===== config.mk =====
export PLATFORM = sky130hd
export DESIGN_NAME = cache_arbiter
export DESIGN_NICKNAME = d
export VERILOG_FILES = /design/src/rtl/cache_arbiter.sv
export SDC_FILE = /design/constraint.sdc
export NUM_CORES = 2
export LEC_CHECK = 0
export CAP_MARGIN = 20
export CORE_AREA = 2 2 533 535
export DETAILED_ROUTE_END_ITERATION = 7
export DIE_AREA = 0 0 535 537
export PLACE_DENSITY = 0.4
export SYNTH_ARGS = -nofsm -noshare
export SYNTH_HDL_FRONTEND = slang
export SYNTH_SLANG_ARGS = --single-unit

===== constraint.sdc =====
create_clock -name clk -period 39.4 [get_ports clk]
set_input_delay 9.85 -clock clk [delete_from_list [all_inputs] [get_ports clk]]
set_output_delay 9.85 -clock clk [all_outputs]
set_load 0.005 [all_outputs]

===== src/rtl/cache_arbiter.sv =====
// ---------------------------------------------------------------------------
// cache_arbiter
// Shares one physical-memory channel between an I-cache (line reads only)
// and a D-cache (line reads and writes). One transaction is in flight at a
// time. Simultaneous requests are settled round-robin, so I wins the first
// tie after reset. After each completion a one-cycle DONE gap gives the
// requesters time to drop their request lines before the next grant.
//
// Ports
//   clk, rst        : single clock; asynchronous active-high reset
//   i_address/i_read/i_rdata/i_resp
//                   : I-cache line-read channel
//   d_address/d_read/d_write/d_wdata/d_rdata/d_resp
//                   : D-cache line read/write channel
//   pmem_address/pmem_read/pmem_write/pmem_wdata/pmem_rdata/pmem_resp
//                   : shared physical-memory channel
//   busy            : a granted transaction has not yet completed
// ---------------------------------------------------------------------------
module cache_arbiter #(
   parameter int ADDR_W = 32,
   parameter int LINE_W = 256
) (
   input  logic              clk,
   input  logic              rst,
   input  logic [ADDR_W-1:0] i_address,
   input  logic              i_read,
   output logic [LINE_W-1:0] i_rdata,
   output logic              i_resp,
   input  logic [ADDR_W-1:0] d_address,
   input  logic              d_read,
   input  logic              d_write,
   input  logic [LINE_W-1:0] d_wdata,
   output logic [LINE_W-1:0] d_rdata,
   output logic              d_resp,
   output logic [ADDR_W-1:0] pmem_address,
   output logic              pmem_read,
   output logic              pmem_write,
   output logic [LINE_W-1:0] pmem_wdata,
   input  logic [LINE_W-1:0] pmem_rdata,
   input  logic              pmem_resp,
   output logic              busy
);

   typedef enum logic [1:0] {
      IDLE   = 2'd0,
      I_BUSY = 2'd1,
      D_BUSY = 2'd2,
      DONE   = 2'd3
   } state_t;

   localparam logic GRANT_I = 1'b0;
   localparam logic GRANT_D = 1'b1;

   state_t            state_r;
   state_t            next_state_s;
   logic              last_grant_r;
   logic [ADDR_W-1:0] addr_r;
   logic              write_r;
   logic [LINE_W-1:0] wdata_r;
   logic [LINE_W-1:0] i_rdata_r;
   logic [LINE_W-1:0] d_rdata_r;
   logic              i_req_s;
   logic              d_req_s;
   logic              grant_i_s;
   logic              grant_d_s;

   assign i_req_s = i_read;
   assign d_req_s = d_read | d_write;

   // Next-state logic and the single-cycle grant decision made in IDLE.
   always_comb begin
      next_state_s = state_r;
      grant_i_s    = 1'b0;
      grant_d_s    = 1'b0;
      case (state_r)
         IDLE: begin
            // I wins unless D also requests and I was the one served last.
            if (i_req_s && (!d_req_s || (last_grant_r == GRANT_D))) begin
               grant_i_s    = 1'b1;
               next_state_s = I_BUSY;
            end else if (d_req_s) begin
               grant_d_s    = 1'b1;
               next_state_s = D_BUSY;
            end else begin
               next_state_s = IDLE;
            end
         end
         I_BUSY, D_BUSY: begin
            if (pmem_resp) begin
               next_state_s = DONE;
            end else begin
               next_state_s = state_r;
            end
         end
         DONE:    next_state_s = IDLE;
         default: next_state_s = IDLE;
      endcase
   end

   // State register.
   always_ff @(posedge clk or posedge rst) begin
      if (rst) begin
         state_r <= IDLE;
      end else begin
         state_r <= next_state_s;
      end
   end

   // Round-robin pointer; reset to D so that I wins the first tie.
   always_ff @(posedge clk or posedge rst) begin
      if (rst) begin
         last_grant_r <= GRANT_D;
      end else if (grant_i_s) begin
         last_grant_r <= GRANT_I;
      end else if (grant_d_s) begin
         last_grant_r <= GRANT_D;
      end
   end

   // Transaction registers captured at grant; memory is driven only from here,
   // so requesters may change or drop their inputs once granted.
   always_ff @(posedge clk or posedge rst) begin
      if (rst) begin
         addr_r  <= {ADDR_W{1'b0}};
         write_r <= 1'b0;
         wdata_r <= {LINE_W{1'b0}};
      end else if (grant_i_s) begin
         addr_r  <= i_address;
         write_r <= 1'b0;
         wdata_r <= d_wdata;
      end else if (grant_d_s) begin
         addr_r  <= d_address;
         write_r <= d_write;     // read+write together resolves to a write
         wdata_r <= d_wdata;
      end
   end

   // Per-channel read data held between completions.
   always_ff @(posedge clk or posedge rst) begin
      if (rst) begin
         i_rdata_r <= {LINE_W{1'b0}};
         d_rdata_r <= {LINE_W{1'b0}};
      end else begin
         if (i_resp) begin
            i_rdata_r <= pmem_rdata;
         end
         if (d_resp) begin
            d_rdata_r <= pmem_rdata;
         end
      end
   end

   // Channel outputs; the memory strobe is gated off in the response cycle
   // and the response is forwarded in that same cycle.
   always_comb begin
      busy       = 1'b0;
      i_resp     = 1'b0;
      d_resp     = 1'b0;
      pmem_read  = 1'b0;
      pmem_write = 1'b0;
      case (state_r)
         I_BUSY: begin
            busy      = 1'b1;
            i_resp    = pmem_resp;
            pmem_read = !pmem_resp;
         end
         D_BUSY: begin
            busy       = 1'b1;
            d_resp     = pmem_resp;
            pmem_read  = !write_r && !pmem_resp;
            pmem_write = write_r && !pmem_resp;
         end
         default: begin
            busy = 1'b0;
         end
      endcase
      if (i_resp) begin
         i_rdata = pmem_rdata;
      end else begin
         i_rdata = i_rdata_r;
      end
      if (d_resp) begin
         d_rdata = pmem_rdata;
      end else begin
         d_rdata = d_rdata_r;
      end
   end

   assign pmem_address = addr_r;
   assign pmem_wdata   = wdata_r;

endmodule


==> run_results.csv <==
group,metric,value,unit
timing,slew_viol_final,0,
detailed_routing,vias,24600,
global_route,grt_usage,0.136,
clocking,clk_path_buf_depth,4,
synthesis,synth_area_per_cell,12.7,µm²
die,die_w,535,µm
setup_path,start_kind,"input port",
setup_path,max_stage_delay,750,ps
synthesis,mappedNetlistNets,2965,
synthesis,synth_seq_cells,804,
synthesis,synth.largest_area_cell,"dfrtp_1",
clocking,cts_buffers,109,
setup_path,crit_buf_inv,5,
die,num_io_pins,1387,
synthesis,ys_async_sr_fraction,1.00,
placed_design,dpl.hpwl,166,mm
clocking,cts-root-buf,"clkbuf_16",
setup_path,cp-end-kind,"output pin",
timing,worst_pin_slew,1220,ps
final_layout,finalNetCount,4361,
hold_path,hp-class,"reg2reg",
timing,min_period_over_period,0.613,
setup_path,worstPathMaxFanout,146,
synthesis,synth_cells,2379,
die,die_h,537,µm
global_route,antenna_found_initial,136,
detailed_routing,avgViaCountPerCell,3.23,
clocking,hold_buffers,0,
setup_path,crit_arrival,14320,ps
clocking,clkTransAtPathRegs,50,ps
synthesis,synth_seq_area_share,0.665,
die,core,281000,µm²
synthesis,yosys.area.top_type_share,0.664,
die,start_util,0.108,
setup_path,crit_required,29550,ps
setup_path,crit_chain,"clkdlybuf4s50_1 -> nand2_4 -> buf_4 -> buf_12 -> buf_4 -> mux2_2 -> clkdlybuf4s50_1",
final_layout,areaGrowthSynthToFinish,72.4,%
timing,relSlewSlack,0.181,
detailed_routing,wl_per_cell,26.6,µm
timing,fin_worst_skew,44.0,ps
setup_path,critPathKind,"in2out",
synthesis,ys.flop_type,"dfrtp_1",
timing,setup_tns,0,ps
power,ir_drop,38.0,µV
job,drv_cap,0,
detailed_routing,routed_wl,203,mm
final_layout,final_layout_size_suffix_gt1_frac,0.189,
clocking,cts_sinks,804,
timing,fin_crit,24170,ps
detailed_routing,ant_nets,0,
power,powerDensity,89.1,nW/µm²
synthesis,yosysMostFrequentCell,"dfrtp_1",
die,die_area,287000,µm²
synthesis,syn_area,30300,µm²
power,power,4.65,mW
synthesis,yosysWarnings,0,
clocking,cts_tree,"built",
setup_path,slowest_stage,"buf_4",
placed_design,io_buffer_count,1386,
timing,max_freq,41.4,MHz
clocking,insertion_delay,800,ps
global_route,grt_pass1_vias,25600,
clocking,post_cts_buffers,0,
synthesis,yosysUniqueCellTypes,23,
final_layout,ff_latch_area,20100,µm²
setup_path,critical_path.top_delay_family,"buffers and inverters",
die,rows,195,
global_route,grt-ovfl-total,0,
global_route,grt_max_degree,147,
status,status,"complete, no violations",
detailed_routing,drtIter0Drc,1253,
global_route,grt_pass1_wl,262,mm
synthesis,synthTopCellsByArea,"dfrtp_1 (66%), mux2_2 (19%), nand2_1 (9.6%)",
clocking,post_cts_resized,0,
timing,setup_violations,0,
detailed_routing,drc,0,
detailed_routing,firstDrtPassIters,5,
final_layout,multi_input_area,9520,µm²
setup_path,r2r_setup_slack,35130,ps
placed_design,place.gp.congestion,0.903,
synthesis,synth-edff-count,0,
clocking,htree_levels,3,
synthesis,synth_commonest_cells,"dfrtp_1 (803), nand2_1 (771), mux2_2 (512), buf_2 (109), a21oi_1 (37)",
final_layout,fillCellCount,30700,
timing,final_hold_viol_count,0,
power,cellLeakagePower,21.5,nW
timing,rsz0062_at_grt,"no",
layout make-up:
type                            count  share of cell area
Antenna cell                       36             0.00173
Clock buffer                      158              0.0617
Timing Repair Buffer             1418               0.271
Inverter                            5            0.000503
Clock inverter                     33             0.00710
Sequential cell                   804               0.385
Tap cell                         3743              0.0897
Multi-Input combinational cell   1437               0.182
report_power, final:
group	switching, mW	leakage [nW]	internal [mW]	total, mW
Combinational	1.07	10.1	1.17	2.24
Sequential	0.151	9.61	1.24	1.39
Clock	0.409	1.77	0.602	1.01
layer usage:
metal  track usage  share of wire  vias up
met5             0         0.0026        -
met4        0.0274          0.020       80
met3        0.0758           0.13      321
met2         0.206           0.43     1263
met1         0.169           0.42    12300
li1              -              -    10700
worst register-to-register path: cells and delay by family (launching register included):
family / cells / cell delay [ps]
multiplexers: 1 / 620
adder cells (fa/ha/maj): 1 / 260
flip-flops: 1 / 370
AND/OR/NAND/NOR: 1 / 330
buffers and inverters: 4 / 2560
kinds of logic (layout without fill, tap and decap cells):
family | after synthesis | in the layout | share of synthesized area
other | 0 | 36 | 0
flip-flops | 804 | 804 | 0.665
AND/OR/NAND/NOR | 814 | 814 | 0.102
multiplexers | 512 | 512 | 0.190
buffers and inverters | 138 | 1614 | 0.0217
AO/OA/AOI/OAI | 107 | 107 | 0.0201
adder cells (fa/ha/maj) | 4 | 4 | 0.00165
flip-flops by register name, summed over array words and instances, names as in the netlist:
name and flops:
write_r 1, d_rdata_r 256, pmem_address 32, last_grant_r 1, i_rdata_r 256, state_r 2
pmem_wdata 256
through the flow:
step | util | cells | area [µm²] | worst slack, ps | hold slack, ps
2_1_floorplan | - | 2379 | 30300 | 6970 | 470
3_3_place_gp | 0.172 | 7407 | 48500 | 15120 | 457
3_5_place_dp | 0.172 | 7407 | 48500 | 15070 | 461
4_1_cts | 0.185 | 7598 | 52100 | 15070 | 474
5_1_grt | 0.185 | 7608 | 52100 | 15000 | 490
6_report | 0.186 | 7634 | 52200 | 15230 | 470
layout by cell type, fill, tap and decap left out, types with 28 or more instances in the layout:
cell	synthesis	layout
diode_2	0	36
a31oi_1	32	32
nor2_1	35	35
nand2_1	771	770
buf_4	1	28
dfrtp_1	803	803
clkdlybuf4s50_1	0	1386
o21ai_0	33	33
clkbuf_8	0	31
mux2_2	512	512
a21oi_1	37	37
clkbuf_16	0	109
path summary, 6_finish.rpt:
check / start / end / cells after the start
setup / recovery: pmem_resp / d_rdata[254] / 7
hold / removal: pmem_wdata[192] / pmem_wdata[192] / 2
setup reg to reg: state_r[0] / d_rdata_r[254] / 7
hold reg to reg: pmem_wdata[192] / pmem_wdata[192] / 2
max in group asynchronous: rst / i_rdata_r[216] / 7
min in group asynchronous: rst / pmem_wdata[179] / 2
(Power assumes the default switching activity.)
